**src/rtl/display_scan_ctrl.sv**
```systemverilog
// rtl/display_scan_ctrl.sv - 4-digit 7-segment scan scheduler: blanking gap, PWM brightness, per-digit blink
// Optional: define LEADING_ZERO_BLANK_EN to keep digit 3 dark while its latched value is zero.
module display_scan_ctrl #(
    parameter int DWELL_CYCLES = 27000,
    parameter int BLANK_CYCLES = 270,
    parameter int BLINK_CYCLES = 13500000
) (
    input  logic        clk,
    input  logic        reset,
    input  logic        enable,
    input  logic [15:0] digits,
    input  logic [3:0]  dots,
    input  logic [3:0]  blink_mask,
    input  logic [2:0]  brightness,
    output logic [3:0]  selector,
    output logic [3:0]  bcd,
    output logic        dot,
    output logic [1:0]  digit_idx,
    output logic        frame_tick
);

    localparam int CNT_MAX = (DWELL_CYCLES > BLANK_CYCLES) ? DWELL_CYCLES : BLANK_CYCLES;
    localparam int CW      = $clog2(CNT_MAX + 1);
    localparam int PW      = CW + 4;
    localparam int BW      = $clog2(BLINK_CYCLES + 1);

    localparam logic [CW-1:0] DWELL_LAST = CW'(DWELL_CYCLES - 1);
    localparam logic [CW-1:0] BLANK_LAST = CW'(BLANK_CYCLES - 1);
    localparam logic [BW-1:0] BLINK_LAST = BW'(BLINK_CYCLES - 1);
    localparam logic [PW-1:0] DWELL_P    = PW'(DWELL_CYCLES);

    typedef enum logic [1:0] {
        S_IDLE  = 2'd0,
        S_BLANK = 2'd1,
        S_ON    = 2'd2
    } state_t;

    state_t         state_q, state_d;
    logic [CW-1:0]  cnt_q, cnt_d;
    logic [CW-1:0]  lit_q, lit_d;
    logic [1:0]     idx_q, idx_d;
    logic [3:0]     bcd_q, bcd_d;
    logic           dot_q, dot_d;
    logic [3:0]     selector_q, selector_d;
    logic           frame_tick_q, frame_tick_d;
    logic [BW-1:0]  blink_cnt_q, blink_cnt_d;
    logic           blink_phase_q, blink_phase_d;
    logic [PW-1:0]  lit_prod;
    logic           show;

    always_ff @(posedge clk) begin
        if (reset) begin
            state_q       <= S_IDLE;
            cnt_q         <= '0;
            lit_q         <= '0;
            idx_q         <= '0;
            bcd_q         <= '0;
            dot_q         <= 1'b0;
            selector_q    <= '0;
            frame_tick_q  <= 1'b0;
            blink_cnt_q   <= '0;
            blink_phase_q <= 1'b0;
        end else begin
            state_q       <= state_d;
            cnt_q         <= cnt_d;
            lit_q         <= lit_d;
            idx_q         <= idx_d;
            bcd_q         <= bcd_d;
            dot_q         <= dot_d;
            selector_q    <= selector_d;
            frame_tick_q  <= frame_tick_d;
            blink_cnt_q   <= blink_cnt_d;
            blink_phase_q <= blink_phase_d;
        end
    end

    always_comb begin
        state_d       = state_q;
        cnt_d         = cnt_q;
        lit_d         = lit_q;
        idx_d         = idx_q;
        bcd_d         = bcd_q;
        dot_d         = dot_q;
        lit_prod      = '0;
        blink_cnt_d   = blink_cnt_q + BW'(1);
        blink_phase_d = blink_phase_q;

        if (blink_cnt_q == BLINK_LAST) begin
            blink_cnt_d   = '0;
            blink_phase_d = ~blink_phase_q;
        end

        if (!enable) begin
            state_d = S_IDLE;
            cnt_d   = '0;
            idx_d   = '0;
        end else begin
            case (state_q)
                S_IDLE: begin
                    state_d = S_BLANK;
                    cnt_d   = '0;
                end
                S_BLANK: begin
                    if (cnt_q == BLANK_LAST) begin
                        // Snapshot display data once per window so mid-window edits never tear
                        state_d  = S_ON;
                        cnt_d    = '0;
                        bcd_d    = digits[{idx_q, 2'b00} +: 4];
                        dot_d    = dots[idx_q];
                        lit_prod = (PW'(brightness) + PW'(1)) * DWELL_P;
                        lit_d    = CW'(lit_prod >> 3);
                    end else begin
                        cnt_d = cnt_q + CW'(1);
                    end
                end
                S_ON: begin
                    if (cnt_q == DWELL_LAST) begin
                        state_d = S_BLANK;
                        cnt_d   = '0;
                        idx_d   = idx_q + 2'd1;
                    end else begin
                        cnt_d = cnt_q + CW'(1);
                    end
                end
                default: begin
                    state_d = S_IDLE;
                    cnt_d   = '0;
                    idx_d   = '0;
                end
            endcase
        end

        // Outputs are derived from next-state values so the registers line up with state_q
        show = (state_d == S_ON) && (cnt_d < lit_d) && !(blink_phase_d && blink_mask[idx_d]);
`ifdef LEADING_ZERO_BLANK_EN
        if ((idx_d == 2'd3) && (bcd_d == 4'd0)) begin
            show = 1'b0;
        end
`endif
        selector_d   = show ? (4'b0001 << idx_d) : 4'b0000;
        frame_tick_d = (state_d == S_ON) && (cnt_d == DWELL_LAST) && (idx_d == 2'd3);
    end

    assign selector   = selector_q;
    assign bcd        = bcd_q;
    assign dot        = dot_q;
    assign digit_idx  = idx_q;
    assign frame_tick = frame_tick_q;

endmodule

```
**config.mk**
```make
export PLATFORM = sky130hd
export DESIGN_NAME = display_scan_ctrl
export DESIGN_NICKNAME = d
export VERILOG_FILES = /design/src/rtl/display_scan_ctrl.sv
export SDC_FILE = /design/constraint.sdc
export NUM_CORES = 1
export LEC_CHECK = 0
export CELL_PAD_IN_SITES_DETAIL_PLACEMENT = 0
export CELL_PAD_IN_SITES_GLOBAL_PLACEMENT = 1
export CORE_MARGIN = 8
export CORE_UTILIZATION = 35
export DETAILED_ROUTE_END_ITERATION = 12
export PLACE_DENSITY_LB_ADDON = 0.1
export SETUP_SLACK_MARGIN = 0.15
export SYNTH_ARGS = -nofsm -noshare
export SYNTH_HDL_FRONTEND = slang
export SYNTH_SLANG_ARGS = --single-unit
```
**constraint.sdc**
```tcl
create_clock -name clk -period 6.1 [get_ports clk]
set_input_delay 1.22 -clock clk [delete_from_list [all_inputs] [get_ports clk]]
set_output_delay 1.22 -clock clk [all_outputs]
set_load 0.03 [all_outputs]
```
## After elaboration in Yosys (flattened, before gate mapping)

Index checks and enable logic that the tools add are counted.

| word-level totals | value |
|---|---|
| word-level logic and storage cells | 60 |
| output and inout bits | 12 |
| bits in registers | 69 |
| input port bits | 30 |

| cells by class | value |
|---|---|
| shifts and indexed selects | 2 |
| add/sub/neg operators | 4 |
| eq/ne operators | 8 |
| $lt $le $gt $ge | 3 |
| bitwise logic cells | 2 |
| reduce and logical (&&, ||, !) cells | 11 |
| $mul | 1 |
| mux-type cells | 19 |

Operator list:

| operator | number |
|---|---|
| 15-bit two-way mux | 6 |
| 15-bit equality test, second input constant | 2 |
| 15-bit one-hot mux with 2 select lines | 1 |
| 24-bit by 1-bit adder with 24-bit output, second input constant | 1 |
| 24-bit equality test, second input constant | 1 |
| 16-bit by 5-bit variable part select with 4-bit output | 1 |
| 15-bit by 1-bit adder with 15-bit output, second input constant | 1 |
| 15-bit by 9-bit equality test with 1-bit output, second input constant | 1 |
| 15-bit less-than comparator | 1 |
| 4-bit by 12-bit multiplier with 15-bit output, second input constant | 1 |
| 2-bit two-way mux | 5 |
| 2-bit equality test, second input constant | 3 |
| 2-bit by 3-bit less-than comparator with 1-bit output, second input constant | 2 |
| 2-bit one-hot mux with 3 select lines | 1 |
| 2-bit OR reduction | 3 |
| 1-bit logical AND | 5 |
| 3-bit by 1-bit adder with 4-bit output, second input constant | 1 |
| 1-bit binary-select mux with 2-bit select | 2 |
| 2-bit one-hot mux with 2 select lines | 1 |
| 1-bit by 2-bit left shift with 4-bit output, first input constant | 1 |
| 1-bit two-way mux | 3 |
| 3-bit AND reduction | 1 |
| 2-bit by 1-bit adder with 2-bit output, second input constant | 1 |
| 2-bit by 1-bit equality test with 1-bit output, second input constant | 1 |
| other kinds (3) | 4 |

## Logic depth before layout (Yosys ltp)

Gate-level depths: netlist (run 1).

| depth | value |
|---|---|
| word-level depth | 11 |
| depth in mapped cells | 23 |
| mapped depth without buffers | 23 |

## Least setup slack after synthesis (run 1)

OpenSTA, ideal clock, no wires.

| timing | value |
|---|---|
| kind | input -> register |
| start | in brightness[0] |
| end | reg selector_q[2], in the netlist selector[2] |
| setup slack | 0.481 ns |
| stages | 21 |
| arrival time | 5.540 ns |
| cell sequence | ha_1 -> xor2_1 -> inv_1 -> fa_1 -> inv_1 -> fa_1 -> fa_1 -> nand3b_1 -> a2111oi_0 -> o21ai_0 -> xnor2_1 -> nand2_1 -> o21ai_0 -> ha_1 -> nor2_1 -> nand2_1 -> a21oi_1 -> o21ai_0 -> a221oi_1 -> nand3_1 -> a211oi_2 |

| between the ends | value |
|---|---|
| cells in the longest elaborated chain, start to end | 10 |

Ends and longest elaborated chain:

| what | line | RTL |
|---|---|---|
| start, declared | 14 | `input logic [2:0] brightness,` |
| 3-bit by 1-bit adder with 4-bit output | 110 | `lit_prod = (PW'(brightness) + PW'(1)) * DWELL_P;` |
| 4-bit by 12-bit multiplier with 15-bit output | 110 |  |
| 15-bit two-way mux | 104 | `if (cnt_q == BLANK_LAST) begin` |
| 15-bit two-way mux | 98 | `case (state_q)` |
| 15-bit two-way mux | 93 | `if (!enable) begin` |
| 15-bit less-than comparator | 134 | `show = (state_d == S_ON) && (cnt_d < lit_d) && !(blink_phase_d && blink_mask[idx_d]);` |
| 1-bit logical AND (2 in series) | 134 |  |
| 1-bit NOT (no line) | n/a |  |
| 2-bit OR reduction (no line) | n/a |  |
| end signal, assigned | 70 | `selector_q <= selector_d;` |
| end, declared | 44 | `logic [3:0] selector_q, selector_d;` |

Every way passes these cells.
A chain may end at the register's enable or synchronous reset.

## Worst setup path after layout (run 1)

| timing | value |
|---|---|
| start | in brightness[1] |
| end | reg selector_q[2], in the netlist selector[2] |

Same word-level chain as after synthesis.

==> impl_metrics.json, run 1 <==
{
  "ys_types": 65,
  "fin_worst_skew_ns": 0.00906,
  "ys.flop_type": "dfxtp_1",
  "floorplan.die_area_um2": 16700,
  "tns_ns": 0,
  "hold_buffers": 0,
  "diodes": 0,
  "syn_area_per_cell_um2": 8.28,
  "yosys.area.top_type": "dfxtp_1",
  "worstSkewPairLatency_ns": 0.34,
  "htreeDepth": 3,
  "ys_seq_area_frac": 0.307,
  "place_hpwl_um": 9140,
  "vias_per_cell": 4.97,
  "track_usage": 0.148,
  "outcome": "complete, no violations",
  "ys_warn_count": 0,
  "grt_pass1_vias": 3918,
  "p_leak_nw": 2.23,
  "synthMostInstantiatedCell": "nor2_1",
  "wirelength_um": 11800,
  "period_minus_slack_ns": 5.43,
  "final-hold-violation-count": 0,
  "netlist.area_leader.share": 0.307,
  "first_iter_violations": 165,
  "fin_crit_sh": 0.890,
  "io_pins": 42,
  "cts_sinks": 69,
  "powerDensity_nw_per_um2": 210,
  "drc": 0,
  "die_h_um": 129,
  "syn-instance-count": 544,
  "drv_slew": 0,
  "clk_pin_slew_ns": 0.06,
  "hp-class": "reg -> reg",
  "cts_tree": "yes",
  "ys_ff_latch": 69,
  "required_ns": 6.36,
  "place_congestion": 0.867,
  "worst_slew_pin_slew_ns": 0.964,
  "rows": 41,
  "cp-start-kind": "input pin",
  "clock_path_buffers": 2,
  "maxCapViolations": 0,
  "peakVddDrop_mv": 0.222,
  "synthArstFlopShare": 0,
  "synth_edf_count": 0,
  "gr-total-overflow": 0,
  "synth.top_cells.by_count": "98 x nor2_1, 69 x dfxtp_1, 49 x nand2_1, 42 x ha_1, 28 x inv_1",
  "setup_viol_count_final": 0,
  "drive_gt1_frac": 0.162,
  "endpoint_kind": "flip-flop",
  "relSlewSlack": 0.356,
  "antenna_found_initial": 0,
  "syn_nets": 621,
  "drt-pass1-iter-count": 4,
  "fmax_ghz": 0.184,
  "numCtsBuffers": 9,
  "ant_nets": 0,
  "cts_root_buf": "clkbuf_16",
  "fin_nets": 688,
  "die_w_um": 129,
  "grt_setup_unrepaired": "false",
  "grt_pass1_wl_um": 19500,
  "cp_max_fo": 4,
  "initial_core_util": 0.358,
  "holdWs_ns": 0.439,
  "post_drt_wl_per_cell_um": 15.0,
  "core_um2": 12600,
  "cp_data_arrival_time_ns": 5.69,
  "port_buffers": 41,
  "netlist_area_um2": 4500,
  "syn_to_final_growth_pct": 26.9,
  "ys_top_cells_by_area": "dfxtp_1 31%, ha_1 12%, nor2_1 8.2%, xnor2_1 5.1%, xor2_1 4.9%",
  "grt_max_degree": 26,
  "vias": 3918,
  "worstSetupPathType": "in -> reg"
}
registers in the layout, summed over array words and instances, names as in the netlist:
signal and count:
dot 1, state_q 2, frame_tick 1, bcd 4
lit_q 15, cnt_q 15, blink_phase_q 1, selector 4
digit_idx 2, blink_cnt_q 24
worst paths after layout:
path / slack (ns) / depth (start not counted) / end / startpoint
worst max-delay path: 0.67 / 23 / selector[2]$_SDFF_PP0_ / brightness[1]
worst min-delay path: 0.44 / 1 / blink_cnt_q[0]$_SDFF_PP0_ / blink_cnt_q[0]$_SDFF_PP0_
worst max register to register: 2.55 / 14 / selector[2]$_SDFF_PP0_ / cnt_q[0]$_SDFF_PP0_
worst min register to register: 0.44 / 1 / blink_cnt_q[0]$_SDFF_PP0_ / blink_cnt_q[0]$_SDFF_PP0_
area by class of cell:
type,instances,area [um^2]
Inverter,28,105
Multi-Input combinational cell,426,3040
Sequential cell,69,1380
Tap cell,172,215
Fill cell,1251,6850
Timing Repair Buffer,77,688
Clock inverter,5,35.0
Clock buffer,11,253
layer usage:
layer | wire (um) | up-vias | share of wire | track usage
li1 | - | 2009 | - | -
met1 | 5530 | 1826 | 0.47 | 0.176
met2 | 5580 | 69 | 0.47 | 0.249
met3 | 520 | 14 | 0.044 | 0.0456
met4 | 208 | 0 | 0.018 | 0.0492
met5 | 0 | - | 0 | 0
worst max-delay path, stage by stage:
cell	delay, ns
dlymetal6s2s_1	0.14
buf_4	0.14
ha_1	0.28
inv_1	0.07
fa_1	0.53
inv_1	0.06
fa_2	0.55
inv_1	0.05
ha_1	0.29
a21o_1	0.21
a22oi_2	0.29
a21boi_2	0.10
buf_4	0.14
buf_4	0.12
a211oi_2	0.21
a21oi_2	0.08
ha_1	0.29
nand4_1	0.12
nor3_2	0.06
buf_4	0.13
a221oi_2	0.23
nand3_2	0.16
a211oi_2	0.22
stage by stage:
| stage | total power, mW | instance area (um^2) | instances | utilization | setup WS [ns] |
|---|---|---|---|---|---|
| 2_1_floorplan | 0.596 | 4500 | 544 | - | 0.481 |
| 3_3_place_gp | 0.691 | 5230 | 762 | 0.416 | -0.278 |
| 3_5_place_dp | 0.692 | 5230 | 762 | 0.416 | -0.369 |
| 4_1_cts | 1.21 | 5570 | 781 | 0.443 | 0.147 |
| 5_1_grt | 1.26 | 5710 | 788 | 0.455 | 0.389 |
| 6_report | 1.20 | 5710 | 788 | 0.455 | 0.672 |
timing repair:
item,in CTS,in global routing
hold endpoints to repair,0,0
pin swaps,7,23
gates resized for setup,10,27
gates cloned,0,0
buffers inserted,3,7
setup endpoints to repair,4,4
kinds of logic (layout without fill, tap and decap cells):
group,count (synthesis),in the layout,share of synthesized area
buf+inv,49,121,0.0439
flops,69,69,0.307
compound gates,78,78,0.114
simple gates,237,237,0.253
mux,13,13,0.0442
xor+xnor,51,51,0.0992
fa+ha+maj,47,47,0.139
cell usage in the layout (no fill, tap or decap), types with 8 or more instances in the layout:
| cell | instances |
|---|---|
| xnor2_1 | 26 |
| a21oi_1 | 23 |
| and3_1 | 8 |
| nand4_1 | 10 |
| xor2_1 | 24 |
| nand3_1 | 17 |
| nor2_1 | 96 |
| o21ai_0 | 10 |
| buf_4 | 36 |
| nand2_1 | 49 |
| clkbuf_16 | 9 |
| inv_1 | 26 |
| dfxtp_1 | 69 |
| nor3_1 | 14 |
| clkdlybuf4s50_1 | 38 |
| ha_1 | 38 |
where the power goes:
| group | internal, mW | switching (mW) |
|---|---|---|
| Clock | 0.297 | 0.202 |
| Combinational | 0.126 | 0.119 |
| Sequential | 0.453 | 0.00164 |
| Total | 0.876 | 0.322 |
(Power assumes the default switching activity.)
==> inputs of run 2 (changes only) <==
--- a/config.mk
+++ b/config.mk
@@ -5,6 +5,7 @@
 export SDC_FILE = /design/constraint.sdc
 export NUM_CORES = 1
 export LEC_CHECK = 0
+export CAP_MARGIN = 20
 export CELL_PAD_IN_SITES_DETAIL_PLACEMENT = 0
 export CELL_PAD_IN_SITES_GLOBAL_PLACEMENT = 1
 export CORE_MARGIN = 8
==> results of run 2 <==
The final DEF is identical to that of run 1; final timing and power are the same.
